[src/rtl/pe_nmr_pkg.sv]
// Shared types and helpers for the N-modular-redundant systolic MAC tile.
// Fault modes are applied to replica outputs only, never to stored state.
package pe_nmr_pkg;

    typedef enum logic [1:0] {
        FI_NONE = 2'b00,
        FI_SA0  = 2'b01,
        FI_SA1  = 2'b10,
        FI_FLIP = 2'b11
    } fi_mode_t;

    localparam int ERR_CNT_W      = 8;
    localparam int MISMATCH_CNT_W = 4;
    localparam int MAX_WORD_W     = 64;

    // Works on a wide word so any WORD_SIZE up to MAX_WORD_W can share it;
    // callers zero-extend in and keep the low bits out.
    function automatic logic [MAX_WORD_W-1:0] apply_fault(
        input fi_mode_t              mode,
        input logic [MAX_WORD_W-1:0] word
    );
        logic [MAX_WORD_W-1:0] result;
        result = word;
        case (mode)
            FI_SA0:  result = '0;
            FI_SA1:  result = '1;
            FI_FLIP: result = {word[MAX_WORD_W-1:1], ~word[0]};
            default: result = word;
        endcase
        return result;
    endfunction

endpackage

[src/rtl/pe_nmr_mac_replica.sv]
// One unprotected MAC lane: stationary weight, wrapping accumulator and the
// registered east/south outputs that the redundancy voter compares.
module mac_replica #(
    parameter int WORD_SIZE = 16
) (
    input  logic                 clk,
    input  logic                 rst,
    input  logic                 op2_select,
    input  logic                 out_select,
    input  logic                 stat_bit,
    input  logic [WORD_SIZE-1:0] left,
    input  logic [WORD_SIZE-1:0] top,
    output logic [WORD_SIZE-1:0] right,
    output logic [WORD_SIZE-1:0] bottom
);

    logic [WORD_SIZE-1:0] weight;
    logic [WORD_SIZE-1:0] acc;
    logic [WORD_SIZE-1:0] op2;
    logic [WORD_SIZE-1:0] prod;
    logic [WORD_SIZE-1:0] sum;

    assign op2  = op2_select ? top : weight;
    assign prod = left * op2;
    assign sum  = acc + prod;

    always_ff @(posedge clk) begin
        if (rst) begin
            weight <= '0;
            acc    <= '0;
            right  <= '0;
            bottom <= '0;
        end else begin
            right <= left;
            if (stat_bit) begin
                weight <= top;
                bottom <= top;
            end else begin
                acc    <= sum;
                bottom <= out_select ? sum : top;
            end
        end
    end

endmodule

[src/rtl/pe_nmr.sv]
// Redundant MAC tile: N replicas, tie-safe bitwise voter, persistent-fault
// retirement with a floor of two voters, and status for the BISR controller.
module pe_nmr
    import pe_nmr_pkg::*;
#(
    parameter int WORD_SIZE       = 16,
    parameter int NUM_REPLICAS    = 3,
    parameter int MISMATCH_THRESH = 4,
    parameter int ENABLE_FI       = 1
) (
    input  logic                      clk,
    input  logic                      rst,
    input  logic                      fsm_op2_select_in,
    input  logic                      fsm_out_select_in,
    input  logic                      stat_bit_in,
    input  logic [2*NUM_REPLICAS-1:0] fault_inject_bus,
    input  logic [WORD_SIZE-1:0]      left_in,
    input  logic [WORD_SIZE-1:0]      top_in,
    output logic [WORD_SIZE-1:0]      right_out,
    output logic [WORD_SIZE-1:0]      bottom_out,
    output logic [NUM_REPLICAS-1:0]   replica_active,
    output logic                      fault_detected,
    output logic                      uncorrectable,
    output logic [ERR_CNT_W-1:0]      error_count
);

    localparam logic [MISMATCH_CNT_W-1:0] THRESH_C = MISMATCH_CNT_W'(MISMATCH_THRESH);

    logic [WORD_SIZE-1:0]      right_r  [NUM_REPLICAS];
    logic [WORD_SIZE-1:0]      bottom_r [NUM_REPLICAS];
    logic [WORD_SIZE-1:0]      right_f  [NUM_REPLICAS];
    logic [WORD_SIZE-1:0]      bottom_f [NUM_REPLICAS];
    logic [MISMATCH_CNT_W-1:0] mm_cnt   [NUM_REPLICAS];
    logic [NUM_REPLICAS-1:0]   mismatch;
    logic [NUM_REPLICAS-1:0]   active_next;
    int                        num_active;

    for (genvar g = 0; g < NUM_REPLICAS; g++) begin : g_rep
        fi_mode_t mode;

        mac_replica #(.WORD_SIZE(WORD_SIZE)) u_mac (
            .clk        (clk),
            .rst        (rst),
            .op2_select (fsm_op2_select_in),
            .out_select (fsm_out_select_in),
            .stat_bit   (stat_bit_in),
            .left       (left_in),
            .top        (top_in),
            .right      (right_r[g]),
            .bottom     (bottom_r[g])
        );

        assign mode        = (ENABLE_FI != 0) ? fi_mode_t'(fault_inject_bus[2*g +: 2]) : FI_NONE;
        assign right_f[g]  = WORD_SIZE'(apply_fault(mode, MAX_WORD_W'(right_r[g])));
        assign bottom_f[g] = WORD_SIZE'(apply_fault(mode, MAX_WORD_W'(bottom_r[g])));
    end

    // Strict majority of active replicas per bit; an exact tie defers to the
    // lowest-indexed active replica so an even voter set stays deterministic.
    always_comb begin : voter
        int   ones_r;
        int   ones_b;
        logic tie_r;
        logic tie_b;
        num_active = 0;
        right_out  = '0;
        bottom_out = '0;
        for (int i = 0; i < NUM_REPLICAS; i++) begin
            if (replica_active[i]) num_active = num_active + 1;
        end
        for (int b = 0; b < WORD_SIZE; b++) begin
            ones_r = 0;
            ones_b = 0;
            tie_r  = 1'b0;
            tie_b  = 1'b0;
            for (int i = NUM_REPLICAS - 1; i >= 0; i--) begin
                if (replica_active[i]) begin
                    ones_r = ones_r + int'(right_f[i][b]);
                    ones_b = ones_b + int'(bottom_f[i][b]);
                    tie_r  = right_f[i][b];
                    tie_b  = bottom_f[i][b];
                end
            end
            right_out[b]  = (2 * ones_r > num_active) ? 1'b1 :
                            (2 * ones_r == num_active) ? tie_r : 1'b0;
            bottom_out[b] = (2 * ones_b > num_active) ? 1'b1 :
                            (2 * ones_b == num_active) ? tie_b : 1'b0;
        end
    end

    always_comb begin
        mismatch = '0;
        for (int i = 0; i < NUM_REPLICAS; i++) begin
            mismatch[i] = replica_active[i] &&
                          ((right_f[i] != right_out) || (bottom_f[i] != bottom_out));
        end
    end

    assign fault_detected = |mismatch;

    // Retire in ascending index order but never drop below two voters.
    always_comb begin : retire
        int remaining;
        remaining   = num_active;
        active_next = replica_active;
        for (int i = 0; i < NUM_REPLICAS; i++) begin
            if (replica_active[i] && (mm_cnt[i] == THRESH_C) && (remaining > 2)) begin
                active_next[i] = 1'b0;
                remaining      = remaining - 1;
            end
        end
    end

    always_ff @(posedge clk) begin
        if (rst) begin
            replica_active <= '1;
            uncorrectable  <= 1'b0;
            error_count    <= '0;
            for (int i = 0; i < NUM_REPLICAS; i++) mm_cnt[i] <= '0;
        end else begin
            replica_active <= active_next;
            if (fault_detected && (num_active == 2)) uncorrectable <= 1'b1;
            if (fault_detected && (error_count != '1)) begin
                error_count <= error_count + ERR_CNT_W'(1);
            end
            for (int i = 0; i < NUM_REPLICAS; i++) begin
                if (!replica_active[i] || !mismatch[i]) begin
                    mm_cnt[i] <= '0;
                end else if (mm_cnt[i] != THRESH_C) begin
                    mm_cnt[i] <= mm_cnt[i] + MISMATCH_CNT_W'(1);
                end
            end
        end
    end

endmodule

[config.mk]
export PLATFORM = sky130hd
export DESIGN_NAME = pe_nmr
export DESIGN_NICKNAME = d
export VERILOG_FILES = /design/src/rtl/pe_nmr_pkg.sv /design/src/rtl/pe_nmr_mac_replica.sv /design/src/rtl/pe_nmr.sv
export SDC_FILE = /design/constraint.sdc
export NUM_CORES = 1
export LEC_CHECK = 0
export ABC_AREA = 1
export BUFFER_PORTS_ARGS = -buffer_cell sky130_fd_sc_hd__buf_2
export CAP_MARGIN = 20
export CORE_MARGIN = 2
export CORE_UTILIZATION = 55
export CTS_BUF_LIST = sky130_fd_sc_hd__clkbuf_8 sky130_fd_sc_hd__clkbuf_16
export DETAILED_ROUTE_END_ITERATION = 16
export PLACE_DENSITY = 0.72
export RECOVER_POWER = 100
export SETUP_SLACK_MARGIN = 0.3
export SLEW_MARGIN = 10
export SYNTH_ARGS = -nofsm -noshare
export SYNTH_HDL_FRONTEND = slang
export SYNTH_SLANG_ARGS = --single-unit
[constraint.sdc]
create_clock -name clk -period 8.74 [get_ports clk]
set_input_delay 0.874 -clock clk [delete_from_list [all_inputs] [get_ports clk]]
set_output_delay 0.874 -clock clk [all_outputs]
set_load 0.01 [all_outputs]
==> results_dict.tcl <==
set metrics [dict create \
    status "finished with violations" \
    violations "max-capacitance violations, max-slew violations" \
    critPathMaxStageDelay_ns 2.23 \
    clkTransAtPathRegs_ns 0.07 \
    core_sq_um 35600 \
    fillers 3455 \
    fin_skew_ns 0.0119 \
    via_count 20300 \
    synth_area_per_cell_sq_um 6.32 \
    cts_sinks 152 \
    ys_seq_area_frac 0.159 \
    slew_headroom -1.71 \
    root_buffer "clkbuf_16" \
    setup_viol 0 \
    layout_common_cells "nand2_1 (915), inv_1 (520), ha_1 (270), nand3_1 (243), a21oi_1 (228)" \
    cp_max_fo 85 \
    ctsHoldBuffers 0 \
    timing.fmax_mhz 126 \
    synth-seq-cells 152 \
    antenna_found_initial 0 \
    drcViolationCount 0 \
    slew_viol_final 214 \
    row_count 69 \
    die-area_sq_um 37700 \
    layout.nets 3560 \
    cts_setup_buffers 0 \
    cts_buffers 17 \
    grt_overflow_total 0 \
    synthXorXnorAreaFrac 0.0308 \
    diodes 0 \
    synthMuxAreaShare 0 \
    critical_path_class "reg -> out" \
    grt_max_degree 95 \
    area_growth_pct 6.28 \
    fin_tns_setup_ns 0 \
    pin_count 88 \
    synth_fa_ha_area_frac 0.254 \
    drtPass1Iterations 8 \
    cp-end-kind "output pin" \
    crit_arrival_ns 7.08 \
    synth_top_family_by_area "simple AND/OR/NAND/NOR gates" \
    rsz0062_at_grt "no" \
    worstPathCellList "inv_2, ha_1, nand3_1, buf_4, ha_1, nand3_1, a21oi_1, o21ai_0, inv_1, nand2_1, nand2_1, inv_1, nand2_1, nand3_1, nor2_1, nand2_1, nor2_1, nand2_1, nand2_1, nand3_2, clkbuf_1" \
    postRouteAntennaNets 0 \
    fp.dieH_microns 194 \
    fin_crit_sh 0.910 \
    min_period_ns 7.95 \
    syn_nets 3547 \
    synth_compound_area_frac 0.140 \
    hold_class "reg -> reg" \
    floorplan.initialDensity 0.559 \
    crit_path_start_kind "flop" \
    track_usage 0.322 \
    maxCapViolations 3 \
    fp.dieW_microns 194 \
    ctsResizeCount 0 \
    crit_path_frequent_cell "nand2_1" \
    totalWireLength_microns 61400 \
    hold_viol_final 0 \
    crit_path_top_delay_cell "dfxtp_1" \
    hpwl_microns 46500 \
    post_route_cells_drive_above_1_share 0.0384 \
    cts_tree "yes" \
    wl_per_cell_microns 16.9 \
    worstSkewPairLatency_ns 0.45 \
    worst_slew_pin_slew_ns 4.07 \
    syn_area_sq_um 19900 \
    synth.distinct_cells 40 \
    synth_cells 3150 \
    crit_required_ns 7.87 \
    drt-vias-per-instance 5.58 \
    yosys_warnings 0 \
    grt_pass1_vias 18900 \
    port_buffers 87 \
    gp_congestion 0.955 \
    yosys.area_share.simple 0.292 \
    grt_pass1_wl_microns 97600 \
    final_common_cell "nand2_1" \
    drt_iter0_markers 1497 \
    clk_path_buf_depth 2 \
    cts_max_level 4 \
]
-- state kept, by name, summed over array words and instances, names as in the netlist --
register            cells
uncorrectable           1
g_rep.u_mac.right      16
g_rep.u_mac.bottom     48
replica_active          3
mm_cnt                 12
g_rep.u_mac.acc        48
g_rep.u_mac.weight     16
error_count             8
-- cell type report --
| cell class | instances | area [sq um] | share of cell area |
|---|---|---|---|
| inverter | 530 | 1990 | 0.0941 |
| tap | 461 | 577 | 0.0273 |
| sequential | 152 | 3160 | 0.150 |
| multi-input combinational | 2355 | 14300 | 0.674 |
| clock buffer | 18 | 450 | 0.0213 |
| clock inverter | 13 | 171 | 0.00811 |
| timing repair buffer | 107 | 541 | 0.0256 |
-- through the flow --
step	setup WS (ns)	std cells	cell area, sq um	hold slack [ns]	util
final	0.786	3636	21100	0.462	0.594
after CTS	1.06	3634	21200	0.465	0.596
after global placement	0.763	3603	20600	0.450	0.579
after detailed placement	0.636	3603	20600	0.455	0.579
after global routing	0.259	3636	21100	0.491	0.594
after floorplan	1.51	3150	19900	0.441	-
-- logic make-up after synthesis --
family          count (synthesis)
flops                         152
fa+ha+maj                     354
xor+xnor                       70
compound gates                505
simple gates                 1426
buf+inv                       643
-- routing by layer --
metal	share of wire	wire, microns	up-vias	track usage
met2	0.45	27800	804	0.531
met1	0.43	26400	9311	0.433
met5	0	0	-	0
li1	-	-	10100	-
met4	0.030	1850	0	0.102
met3	0.086	5270	105	0.0473
-- cell usage after synthesis, drive strengths merged --
| library cell | number | area [sq um] |
|---|---|---|
| a21boi | 2 | 15.0 |
| a21oi | 228 | 1140 |
| nand3b | 17 | 128 |
| o2111ai | 4 | 35.0 |
| a21o | 4 | 30.0 |
| nand2 | 920 | 3480 |
| o221ai | 1 | 8.76 |
| ha | 270 | 3380 |
| inv | 525 | 1970 |
| or2 | 4 | 25.0 |
| o21a | 35 | 263 |
| o21bai | 3 | 22.5 |
| xnor2 | 24 | 210 |
| nor3 | 6 | 30.0 |
| dfxtp | 140 | 2800 |
| o31ai | 2 | 15.0 |
| nand4 | 8 | 50.1 |
| nand3 | 244 | 1230 |
| a31oi | 5 | 31.3 |
| nor2 | 227 | 862 |
| a211oi | 1 | 7.51 |
| clkbuf | 69 | 259 |
| a221oi | 28 | 245 |
| buf | 44 | 216 |
| fa | 84 | 1680 |
| clkinv | 5 | 18.8 |
| o21ai | 188 | 945 |
| o211ai | 4 | 30.0 |
| edfxtp | 12 | 360 |
| xor2 | 46 | 403 |
-- path summary, 6_finish.rpt --
| kind | from | endpoint | slack [ns] | cells after the start |
|---|---|---|---|---|
| max | replica_active[0]$_SDFFE_PP1N_ | fault_detected | 0.79 | 21 |
| min | g_rep[2].u_mac.acc[0]$_SDFFE_PP0N_ | g_rep[2].u_mac.acc[0]$_SDFFE_PP0N_ | 0.46 | 2 |
| max reg2reg | g_rep[0].u_mac.weight[5]$_SDFFE_PP0P_ | g_rep[2].u_mac.bottom[15]$_SDFF_PP0_ | 1.52 | 31 |
| min reg2reg | g_rep[2].u_mac.acc[0]$_SDFFE_PP0N_ | g_rep[2].u_mac.acc[0]$_SDFFE_PP0N_ | 0.46 | 2 |
-- worst max-delay path, delay by kind of cell (launching register included) --
family / cells / cell delay [ns]
flip-flops: 1 / 2.23
AND/OR/NAND/NOR: 12 / 1.83
buffers and inverters: 5 / 1.35
adder cells (fa/ha/maj): 2 / 0.88
AO/OA/AOI/OAI: 2 / 0.31
Power is left out: the tool's default activity adds up to more than one toggle a clock period on the data nets, which glitch-free logic cannot reach.
